`config.mk`:
```
export PLATFORM = sky130hd
export DESIGN_NAME = resp_stream_tx
export DESIGN_NICKNAME = d
export VERILOG_FILES = /design/src/rtl/resp_pkg.sv /design/src/rtl/resp_fifo.sv /design/src/rtl/resp_stream_tx.sv
export SDC_FILE = /design/constraint.sdc
export NUM_CORES = 2
export LEC_CHECK = 0
export ABC_AREA = 1
export BUFFER_PORTS_ARGS = -buffer_cell sky130_fd_sc_hd__buf_2
export CAP_MARGIN = 20
export CORE_MARGIN = 4
export CORE_UTILIZATION = 50
export CTS_BUF_LIST = sky130_fd_sc_hd__clkbuf_16
export CTS_CLUSTER_DIAMETER = 40
export DETAILED_ROUTE_END_ITERATION = 10
export PLACE_DENSITY = 0.65
export SLEW_MARGIN = 20
export SYNTH_ARGS = -nofsm -noshare
export SYNTH_HDL_FRONTEND = slang
export SYNTH_SLANG_ARGS = --single-unit
```
`constraint.sdc`:
```
create_clock -name clk -period 31.4 [get_ports clk]
set_input_delay 1.57 -clock clk [delete_from_list [all_inputs] [get_ports clk]]
set_output_delay 1.57 -clock clk [all_outputs]
set_load 0.03 [all_outputs]
```
`src/rtl/resp_pkg.sv`:
```
//------------------------------------------------------------------------------
// resp_pkg : shared constants, state encoding and helpers for resp_stream_tx
// Revision : 1.0
//------------------------------------------------------------------------------
`default_nettype none

package resp_pkg;

  localparam int DEF_Y_W   = 578;
  localparam int DEF_OUT_W = 32;

  localparam logic [31:0] MISR_TAPS = 32'h0400_0007;

  typedef enum logic [0:0] {
    IDLE = 1'b0,
    SEND = 1'b1
  } state_t;

  function automatic int num_words(input int y_w, input int out_w);
    return (y_w + out_w - 1) / out_w;
  endfunction

endpackage

`default_nettype wire

```
`src/rtl/resp_fifo.sv`:
```
//------------------------------------------------------------------------------
// resp_fifo : DEPTH x WIDTH synchronous FIFO, push accepted when full if popping
// Revision  : 1.0
//------------------------------------------------------------------------------
`default_nettype none

module resp_fifo
  import resp_pkg::*;
#(
  parameter int WIDTH = 8,
  parameter int DEPTH = 4
) (
  input  logic             clk,
  input  logic             rst_n,
  input  logic             push,
  input  logic [WIDTH-1:0] wdata,
  input  logic             pop,
  output logic [WIDTH-1:0] rdata,
  output logic             full,
  output logic             empty
);

  localparam int AW = $clog2(DEPTH);

  logic [AW:0]      r_wr_ptr;
  logic [AW:0]      r_rd_ptr;
  logic [WIDTH-1:0] r_mem [DEPTH];

  logic w_do_push;
  logic w_do_pop;

  // Extra pointer MSB distinguishes full from empty when the index bits match.
  assign full  = (r_wr_ptr[AW] != r_rd_ptr[AW]) &&
                 (r_wr_ptr[AW-1:0] == r_rd_ptr[AW-1:0]);
  assign empty = (r_wr_ptr == r_rd_ptr);

  assign w_do_pop  = pop && !empty;
  assign w_do_push = push && (!full || w_do_pop);

  always_ff @(posedge clk or negedge rst_n) begin
    if (!rst_n) begin
      r_wr_ptr <= '0;
      r_rd_ptr <= '0;
    end else begin
      if (w_do_push) r_wr_ptr <= r_wr_ptr + 1'b1;
      if (w_do_pop)  r_rd_ptr <= r_rd_ptr + 1'b1;
    end
  end

  always_ff @(posedge clk) begin
    if (w_do_push) r_mem[r_wr_ptr[AW-1:0]] <= wdata;
  end

  assign rdata = r_mem[r_rd_ptr[AW-1:0]];

endmodule

`default_nettype wire

```
`src/rtl/resp_stream_tx.sv`:
```
//------------------------------------------------------------------------------
// resp_stream_tx : captures the DUT result bus and streams each sample as words
//                  Optional RESP_MISR_EN adds a 32-bit MISR signature output.
// Revision       : 1.0
//------------------------------------------------------------------------------
`default_nettype none

module resp_stream_tx
  import resp_pkg::*;
#(
  parameter int Y_W   = DEF_Y_W,
  parameter int OUT_W = DEF_OUT_W,
  parameter int DEPTH = 4
) (
  input  logic             clk,
  input  logic             rst_n,
  input  logic             cap_en,
  input  logic [Y_W-1:0]   y,
  output logic [OUT_W-1:0] out_data,
  output logic             out_valid,
  input  logic             out_ready,
  output logic             out_last,
  output logic             overflow,
  output logic [15:0]      cap_count
`ifdef RESP_MISR_EN
  ,
  output logic [31:0]      signature
`endif
);

  localparam int   NW       = num_words(Y_W, OUT_W);
  localparam int   SHW      = NW * OUT_W;
  localparam int   IW       = (NW > 1) ? $clog2(NW) : 1;
  localparam logic c_single = (NW == 1);

  state_t           r_state;
  logic [SHW-1:0]   r_shreg;
  logic [IW-1:0]    r_word_idx;
  logic             r_valid;
  logic             r_last;
  logic             r_overflow;
  logic [15:0]      r_cap_count;

  logic             w_fifo_full;
  logic             w_fifo_empty;
  logic [Y_W-1:0]   w_fifo_rdata;
  logic             w_hs;
  logic             w_pop;
  logic             w_push_ok;

  assign w_hs      = r_valid && out_ready;
  // Pop when idle, or on the final-word handshake so samples run back-to-back.
  assign w_pop     = !w_fifo_empty && ((r_state == IDLE) || (w_hs && r_last));
  assign w_push_ok = cap_en && (!w_fifo_full || w_pop);

  resp_fifo #(
    .WIDTH (Y_W),
    .DEPTH (DEPTH)
  ) u_fifo (
    .clk   (clk),
    .rst_n (rst_n),
    .push  (cap_en),
    .wdata (y),
    .pop   (w_pop),
    .rdata (w_fifo_rdata),
    .full  (w_fifo_full),
    .empty (w_fifo_empty)
  );

  always_ff @(posedge clk or negedge rst_n) begin
    if (!rst_n) begin
      r_state    <= IDLE;
      r_shreg    <= '0;
      r_word_idx <= '0;
      r_valid    <= 1'b0;
      r_last     <= 1'b0;
    end else begin
      case (r_state)
        IDLE: begin
          if (w_pop) begin
            r_shreg    <= SHW'(w_fifo_rdata);
            r_word_idx <= '0;
            r_valid    <= 1'b1;
            r_last     <= c_single;
            r_state    <= SEND;
          end
        end
        SEND: begin
          if (w_hs) begin
            if (!r_last) begin
              r_shreg    <= r_shreg >> OUT_W;
              r_word_idx <= r_word_idx + 1'b1;
              r_last     <= (r_word_idx == IW'(NW - 2));
            end else if (w_pop) begin
              r_shreg    <= SHW'(w_fifo_rdata);
              r_word_idx <= '0;
              r_last     <= c_single;
            end else begin
              r_valid <= 1'b0;
              r_last  <= 1'b0;
              r_state <= IDLE;
            end
          end
        end
        default: begin
          r_valid <= 1'b0;
          r_last  <= 1'b0;
          r_state <= IDLE;
        end
      endcase
    end
  end

  always_ff @(posedge clk or negedge rst_n) begin
    if (!rst_n) begin
      r_overflow  <= 1'b0;
      r_cap_count <= '0;
    end else begin
      if (w_push_ok) r_cap_count <= r_cap_count + 1'b1;
      if (cap_en && !w_push_ok) r_overflow <= 1'b1;
    end
  end

  assign out_data  = r_shreg[OUT_W-1:0];
  assign out_valid = r_valid;
  assign out_last  = r_last;
  assign overflow  = r_overflow;
  assign cap_count = r_cap_count;

`ifdef RESP_MISR_EN
  logic [31:0] r_sig;
  logic [31:0] w_word32;

  assign w_word32 = 32'(r_shreg[OUT_W-1:0]);

  always_ff @(posedge clk or negedge rst_n) begin
    if (!rst_n) begin
      r_sig <= '0;
    end else if (w_hs) begin
      r_sig <= {r_sig[30:0], ^(r_sig & MISR_TAPS)} ^ w_word32;
    end
  end

  assign signature = r_sig;
`else
  // Signature port and MISR are absent in this build.
`endif

endmodule

`default_nettype wire

```
==> results_dict.tcl <==
set metrics [dict create \
    rsz0062_at_grt "false" \
    vias 81390 \
    drc 0 \
    multi_input_area_mm2 0.02801 \
    grt_pass1_wl_um 500600 \
    grt_remaining_overflow 0 \
    worstPathArrival_ns 7.02 \
    fmax_mhz 153.6 \
    power_leakage_nw 52.04 \
    antenna_left 0 \
    power_density_mw_per_mm2 100.1 \
    ioPinCount 633 \
    syn_to_final_growth_pct 16.95 \
    cts_hold_buf 0 \
    first_pass_iters 6 \
    syn_nets 10980 \
    routed_wl_um 340300 \
    numCtsBuffers 428 \
    worstPathMaxFanout 164 \
    crit_required_ns 31.91 \
    gp_congestion 0.8517 \
    max_cap_violations 0 \
    die_w_um 493.4 \
    critPathCaptureType "flop" \
    io_buffer_count 632 \
    h-tree-depth 5 \
    seq_area_frac_synth_pct 72.51 \
    grt_pass1_vias 76830 \
    postLayoutSetupSlackWorst_ns 24.89 \
    dr.first_iter.drc_count 8792 \
    synth_area_per_cell_um2 11.33 \
    cp-start-kind "flop" \
    cts_setup_buffers 0 \
    cts-root-buf "clkbuf_16" \
    outcome "completed" \
    die_y_um 493.4 \
    antenna_found_initial 172 \
    grt_max_degree 203 \
    worst_pin_slew_ns 1.177 \
    tns_ns 0 \
    slew_violations 0 \
    hold_class "flop to flop" \
    dp_slack_ns 24.79 \
    hold_viol_final 0 \
    drive_gt1_share_pct 13.13 \
    final_common_cell "nand2_1" \
    cts_sinks 2951 \
    finalCriticalPeriod_ns 6.510 \
    clockBufferDepth 4 \
    post-dp-hpwl_um 202900 \
    wl_per_cell_um 23.51 \
    die_area_mm2 0.2434 \
    layout.nets 11460 \
    fin_crit_sh_pct 20.73 \
    cts.clk_slew.worst_paths_ns 0.06 \
    yosysWarnings 0 \
    core_area_mm2 0.2334 \
    finClkSkew_ns 0.1361 \
    grt_usage_pct 27.28 \
    cts_resized 0 \
    viasPerCell 5.621 \
    regArea_mm2 0.08542 \
    fillers 18640 \
    relSlewSlack_pct 21.56 \
    insertion_delay_ns 1.02 \
    syn_area_mm2 0.1178 \
    placementRows 177 \
    synthCells 10390 \
    ys_seq_elements 2951 \
    cts_tree "yes" \
    start_util_pct 50.47 \
    setup-violations-final 0 \
    criticalPathCategory "flop to flop" \
    final_cell_mix "nand2_1 (2766), edfxtp_1 (2312), nor2_1 (1415), nand3_1 (841), dfrtp_1 (637)" \
    synth_cell_types 35 \
    peakVddDrop_mv 0.1001 \
]
## path summary, 6_finish.rpt
| kind | from | endpoint | slack [ns] | depth (start not counted) |
|---|---|---|---|---|
| worst min register to register | r_shreg[494]$_DFFE_PN0N_ | r_shreg[462]$_DFFE_PN0N_ | 0.45 | 2 |
| worst max-delay path | u_fifo.r_rd_ptr[1]$_DFFE_PN0P_ | u_fifo.r_mem[1][228]$_DFFE_PP_ | 24.89 | 14 |
| worst min-delay path | r_shreg[494]$_DFFE_PN0N_ | r_shreg[462]$_DFFE_PN0N_ | 0.45 | 2 |
| min in group asynchronous | rst_n | r_shreg[89]$_DFFE_PN0N_ | 0.64 | 1 |
| max in group asynchronous | rst_n | r_shreg[357]$_DFFE_PN0N_ | 26.95 | 5 |
| worst max register to register | u_fifo.r_rd_ptr[1]$_DFFE_PN0P_ | u_fifo.r_mem[1][228]$_DFFE_PP_ | 24.89 | 14 |
## state kept, by name (all words and copies together), names as in the netlist
signal,cells
u_fifo.r_wr_ptr,3
out_valid,1
r_shreg,608
r_state,1
out_last,1
u_fifo.r_mem,2312
cap_count,16
u_fifo.r_rd_ptr,3
overflow,1
r_word_idx,5
## critical path, stage by stage, from the launching register on
cell	delay [ns]
dfrtp_4	0.99
inv_16	0.39
nand2_1	0.17
nand2_1	0.12
inv_1	0.12
nor2_4	0.04
buf_4	0.33
nand2_1	0.20
nand2_1	0.06
buf_4	0.24
nor2_4	0.18
buf_4	0.55
buf_4	0.66
buf_4	0.74
buf_4	0.94
## Yosys cell counts, drive strengths merged
cell | count | area, um^2
nand2 | 2771 | 10430
or2 | 1 | 6.260
xnor2 | 8 | 70.07
buf | 325 | 1685
a211oi | 1 | 7.510
nor2 | 1423 | 5359
a21oi | 2 | 21.27
edfxtp | 2312 | 69430
clkinv | 1 | 3.750
a31oi | 1 | 6.260
o22ai | 465 | 2909
nand4 | 233 | 1458
o21ai | 534 | 2673
nand3 | 843 | 4224
ha | 8 | 100.1
o211ai | 56 | 420.4
dfrtp | 639 | 15990
o21bai | 16 | 120.1
inv | 362 | 1361
nor3 | 7 | 35.03
clkbuf | 376 | 1411
a31o | 1 | 8.760
xor2 | 9 | 78.83
## layer usage
layer	global-route usage (%)	part of all wire (%)	vias to the layer above
li1	-	-	37110
met1	37.29	40	40070
met2	42.36	47	3447
met3	6.875	9.9	694
met4	10.50	3.9	68
met5	0	0.13	-
## final cells by class
type | instances | area share, %
Multi-Input combinational cell | 6379 | 20.33
Tap cell | 3132 | 2.844
Clock inverter | 346 | 2.596
Inverter | 363 | 1.019
Clock buffer | 435 | 7.901
Timing Repair Buffer | 748 | 3.079
Sequential cell | 2951 | 62.01
Antenna cell | 125 | 0.2270
## logic make-up (layout without fill, tap and decap cells)
logic type,after synthesis,count (layout),synth area share [%]
xor+xnor,17,17,0.1264
buf+inv,1064,1892,3.788
simple gates,5278,5278,18.26
other cells,0,125,0
fa+ha+maj,8,8,0.08497
compound gates,1076,1076,5.234
flops,2951,2951,72.51
## metrics by stage
stage	hold slack, ns	area [um^2]	util (%)	std cells	total power, W
detailed placement	0.4595	122900	52.66	13570	0.009072
finish	0.4496	137800	59.02	14480	0.01378
global placement	0.4553	122900	52.65	13570	0.008984
CTS	0.4517	137400	58.85	14350	0.01384
global route	0.4856	137600	58.93	14390	0.01444
floorplan	0.4491	117800	-	10390	0.008467
## report_power, final
group / leakage (nW) / internal [W] / switching, W / total, W
Combinational: 16.5 / 0.000888 / 0.00249 / 0.00338
Sequential: 28.4 / 0.00522 / 0.000416 / 0.00564
Clock: 7.09 / 0.00297 / 0.00180 / 0.00477
(Power assumes the default switching activity.)
